$ cat src/rtl/adc_dac_loop_spec.sv
// adc_dac_loop_spec: 1024-sample averaging loop from ADC samples to two DAC code outputs.
// Define ADC_DAC_LOOP_GPOUT_STATUS_EN to drive the GP_OUT status word (otherwise GP_OUT is 0).
module adc_dac_loop_spec #(
  parameter int unsigned FLOAT_WIDTH = 64,
  parameter int unsigned ADC_WIDTH   = 12,
  parameter int unsigned DAC_WIDTH   = 14,
  parameter int unsigned GPIO_WIDTH  = 32
) (
  input  logic                  ADC_CLK,
  input  logic                  RST,
  input  logic [ADC_WIDTH-1:0]  ADC_DATA_IN,
  input  logic [GPIO_WIDTH-1:0] GP_IN,
  output logic [GPIO_WIDTH-1:0] GP_OUT,
  output logic                  DONE,
  output logic [DAC_WIDTH-1:0]  DACA_CODE_OUT,
  output logic [DAC_WIDTH-1:0]  DACB_CODE_OUT
);

  localparam int unsigned CNT_WIDTH = 10;
  localparam int unsigned SHIFT     = DAC_WIDTH - ADC_WIDTH;
  localparam logic [CNT_WIDTH-1:0] CNT_LAST = '1;

  logic enable_c;
  logic clear_c;
  logic unused_gp_in;

  assign enable_c     = GP_IN[0];
  assign clear_c      = GP_IN[1];
  assign unused_gp_in = ^GP_IN[GPIO_WIDTH-1:2];

  logic [FLOAT_WIDTH-1:0] acc, acc_d, sum_c;
  logic [CNT_WIDTH-1:0]   cnt, cnt_d;
  logic [ADC_WIDTH-1:0]   avg_c;
  logic                   done_d;
  logic                   window_end_c;
  logic [DAC_WIDTH-1:0]   daca_d, dacb_d;

  // Accumulator is wide enough for 1024 full-scale samples, so the sum never wraps.
  assign sum_c        = acc + FLOAT_WIDTH'(ADC_DATA_IN);
  assign avg_c        = ADC_WIDTH'(sum_c >> CNT_WIDTH);
  assign window_end_c = enable_c && !clear_c && (cnt == CNT_LAST);

  // Next-state: clear/disable dominate, then window completion, then accumulation.
  always_comb begin
    acc_d  = acc;
    cnt_d  = cnt;
    done_d = 1'b0;
    daca_d = DACA_CODE_OUT;
    dacb_d = DACB_CODE_OUT;
    if (!enable_c || clear_c) begin
      acc_d = '0;
      cnt_d = '0;
    end else if (window_end_c) begin
      acc_d  = '0;
      cnt_d  = '0;
      done_d = 1'b1;
      daca_d = DAC_WIDTH'(avg_c) << SHIFT;
    end else begin
      acc_d = sum_c;
      cnt_d = cnt + CNT_WIDTH'(1);
    end
    if (enable_c) begin
      dacb_d = DAC_WIDTH'(ADC_DATA_IN) << SHIFT;
    end
  end

  always_ff @(posedge ADC_CLK or negedge RST) begin
    if (!RST) begin
      acc           <= '0;
      cnt           <= '0;
      DONE          <= 1'b0;
      DACA_CODE_OUT <= '0;
      DACB_CODE_OUT <= '0;
    end else begin
      acc           <= acc_d;
      cnt           <= cnt_d;
      DONE          <= done_d;
      DACA_CODE_OUT <= daca_d;
      DACB_CODE_OUT <= dacb_d;
    end
  end

`ifdef ADC_DAC_LOOP_GPOUT_STATUS_EN
  logic        valid;
  logic        enable_q;
  logic [15:0] win_count;

  // Status: sticky VALID, registered ENABLE echo and a wrapping completion counter.
  always_ff @(posedge ADC_CLK or negedge RST) begin
    if (!RST) begin
      valid     <= 1'b0;
      enable_q  <= 1'b0;
      win_count <= '0;
    end else begin
      enable_q <= enable_c;
      if (window_end_c) begin
        valid     <= 1'b1;
        win_count <= win_count + 16'd1;
      end
    end
  end

  assign GP_OUT = GPIO_WIDTH'({win_count, 4'b0000, enable_q, valid, cnt});
`else
  assign GP_OUT = '0;
`endif

endmodule

$ cat config.mk
export PLATFORM = sky130hd
export DESIGN_NAME = adc_dac_loop_spec
export DESIGN_NICKNAME = d
export VERILOG_FILES = /design/src/rtl/adc_dac_loop_spec.sv
export SDC_FILE = /design/constraint.sdc
export NUM_CORES = 1
export LEC_CHECK = 0
export ABC_AREA = 1
export CAP_MARGIN = 20
export CORE_UTILIZATION = 42
export CTS_CLUSTER_DIAMETER = 50
export DETAILED_ROUTE_END_ITERATION = 7
export PLACE_DENSITY = 0.76
export SLEW_MARGIN = 25
export SYNTH_ARGS = -nofsm -noshare
export SYNTH_HDL_FRONTEND = slang
export SYNTH_SLANG_ARGS = --single-unit
$ cat constraint.sdc
create_clock -name ADC_CLK -period 1.9 [get_ports ADC_CLK]
set_input_delay 0.38 -clock ADC_CLK [delete_from_list [all_inputs] [get_ports ADC_CLK]]
set_output_delay 0.38 -clock ADC_CLK [all_outputs]
set_load 0.01 [all_outputs]
==> results.md <==
- H-tree levels: 3
- DP Wirelength: 5370 um
- # DRC: 0
- Final instance area: 4410 um2
- Layout cells sized above 1: 15.9%
- Max clock buf depth: 2
- Antenna Cells: 0
- Die width: 92.0 um
- Crit-path cells: clkdlybuf4s50_1 > ha_4 > nand2_1 > inv_1 > a21oi_2 > nand2_1 > nand2_1 > nand2_1 > nand2_1 > nand2_1 > nand2_1 > nand2_1
- Largest net degree at the start of global routing: 56
- Setup CP Type: input pin to flip-flop
- Synthesis Warnings: 0
- # IOs: 107
- Most frequent cells after synthesis: nand2_1, dfrtp_1, inv_1
- Post-synthesis async set-or-reset flop share: 100%
- Worst reg-to-reg setup slack: 0.12 ns
- GRT Overall Usage: 18.8%
- GR peak layer: met2
- Placed Area: 3970 um2
- TritonCTS buffer count: 9
- Cell Rows: 32
- Die Y: 92.0 um
- Worst r2r path cells: 10
- Via-to-Cell Ratio: 4.64
- Root Driver: clkbuf_8
- Critical path endpoint category: flip-flop
- Die ar.: 8470 um2
- # clock sinks: 57
- Fmax: 0.561 GHz
- Worst hold path startpoint: ADC_DATA_IN[0]
- Total gr overflow: 0
- Worst R2R Start: acc[6]
- Initial antenna violation count: 0
- Via count: 2892
- Data arrival, critical path: 2.01 ns
- Core area: 7770 um2
- Area contributors post-synth: dfrtp_1, nand2_1, buf_4, ha_1, inv_1
- WL final: 7470 um
- Worst min-delay path category: input pin to flip-flop
- First-pass GRT wire length: 12300 um
- Fillers: 695
- DRT Pass-1 Iters: 4
- Nets: 576
- Critical path launch point: ADC_DATA_IN[10]
- Final Hold Viols: 0
- Reg-to-Reg End: DACA_CODE_OUT[9]
- Synthesized area per cell: 7.68 um2
- Post-layout min period: 1.78 ns
- Startpoint types: input pin
- Crit-path max cell delay: 0.53 ns
- Setup Viol. Count Final: 0
- Slowest-stage cell, CP: clkdlybuf4s50_1
- Worst VDD drop: 374 uV
- GRT met3 Usage: 5.47%
- Top cell type's share of synthesized area: 41.9%
- Hold Path Cell Cnt: 3
- Vias in the first global route: 2774
- Worst Clk Skew: 0.00559 ns
- Iteration-0 DRC Markers: 191
- Flops & latches, synth: 57
- TritonCTS clock tree: yes
- Synth cell types: 33
- Met1 Track Usage GR: 22.9%
- Cell area power density: 701 nW/um2
- Synth area leader: dfrtp_1
- Worst endpoint required time: 2.13 ns
- Final period util: 93.8%
- Routability congestion estimate: 0.902
- CP most frequent cell: nand2_1
- Syn Inst Count: 443
- Hold Path Sink: DACB_CODE_OUT[2]
- Post-route ant nets: 0
- Drt wl/cell: 12.0 um
- Worst-path clk slew: 0.06 ns
- Register area share after synthesis: 41.9%
- Max Slew Vio Count: 0
- Area grow syn2layout: 29.7%
- GR Util met2: 31.4%
- Final Util: 56.8%
- Status: finished, final reports clean
- PortBufs: 40
- Critical-path maximum fanout: 4
- Clock Latency Late Sink: 0.34 ns
- Max_cap viols: 0
- Synth Flop Type: dfrtp_1
- Starting Density: 43.8%
- Count leader, synth: nand2_1
- Post-synth EDFFs: 0
- Leak: 2.37 nW
- Post-Syn Area: 3400 um2
- Unrepaired setup endpoints after global routing: true
[through the flow]
stage	instances	power, W	hold WS, ns	setup WS, ns	setup TNS [ns]
2_1_floorplan	478	0.00166	0.0844	0.0797	0
3_3_place_gp	605	0.00185	0.188	-0.443	-10.07
3_5_place_dp	605	0.00186	0.189	-0.480	-10.91
4_1_cts	622	0.00308	0.347	0.0242	0
5_1_grt	623	0.00324	0.355	-0.0154	-0.0219
6_report	623	0.00309	0.334	0.117	0
[area by class of cell]
| cell class | instances | area [um2] | area share [%] |
|---|---|---|---|
| Clock buffer | 14 | 173 | 3.91 |
| Clock inverter | 2 | 35.0 | 0.794 |
| Sequential cell | 57 | 1430 | 32.3 |
| Timing Repair Buffer | 69 | 662 | 15.0 |
| Multi-Input combinational cell | 335 | 1820 | 41.3 |
| Tap cell | 102 | 128 | 2.89 |
| Inverter | 44 | 165 | 3.74 |
[layout by cell type (no fill, tap or decap), types with 2 or more instances in the layout]
master           count
nand2_4              2
ha_4                10
or2_2                2
nor3_1               5
nor2_1              37
inv_1               42
inv_2                2
o21ai_0              4
nand3b_1             7
xor2_1               5
buf_4               26
dlymetal6s2s_1       9
nand3_1             24
nand4_1              2
a21oi_2              4
a21oi_1              6
nor3_4               2
ha_1                 2
xnor2_1              7
dfrtp_1             57
nand2_2              6
nor2_2               3
clkdlybuf4s50_1     29
buf_12               2
nand3_2              2
nor3b_1              3
clkbuf_8            12
nand2_1            154
clkbuf_1             2
conb_1              36
[worst max path at each step]
stage                        end  slack (ns)  cells past startpoint
6_report       DACA_CODE_OUT[12]        0.12                     12
5_1_grt         DACA_CODE_OUT[6]       -0.02                     11
4_1_cts        DACA_CODE_OUT[12]        0.02                     12
3_5_place_dp    DACA_CODE_OUT[9]       -0.48                     11
3_3_place_gp    DACA_CODE_OUT[9]       -0.44                     11
2_1_floorplan   DACA_CODE_OUT[8]        0.08                     10
[logic make-up after synthesis]
group,share of synthesized area (%)
other,0.110
XOR/XNOR,3.09
buffers and inverters,14.1
flip-flops,41.9
adder cells (fa/ha/maj),5.37
AND/OR/NAND/NOR,31.9
AO/OA/AOI/OAI,3.46
[state kept, by name, indices dropped and copies added, names as in the netlist]
name	flops
acc	22
DACA_CODE_OUT	12
DACB_CODE_OUT	12
cnt	10
DONE	1
[routing by layer]
layer	vias to the layer above	share of wire, %
li1	1453	-
met1	1342	44
met2	89	49
met3	8	5.7
met4	0	1.6
met5	-	0
[critical path, delay by kind of cell]
family | cells | cell delay, ns
compound gates | 1 | 0.21
fa+ha+maj | 1 | 0.24
buf+inv | 2 | 0.60
simple gates | 8 | 0.59
[report_power, final]
part	internal, W	switching (W)
registers	0.00127	0.0000328
clock network	0.000712	0.000471
logic	0.000287	0.000326
[timing repair]
action	in CTS	in global routing
setup buffers	0	1
resized for setup	13	27
pin swaps	0	6
hold buffers	1	0
hold endpoints to repair	2	0
endpoints found under the setup margin	17	23
Power figures use the tool's default switching activity.
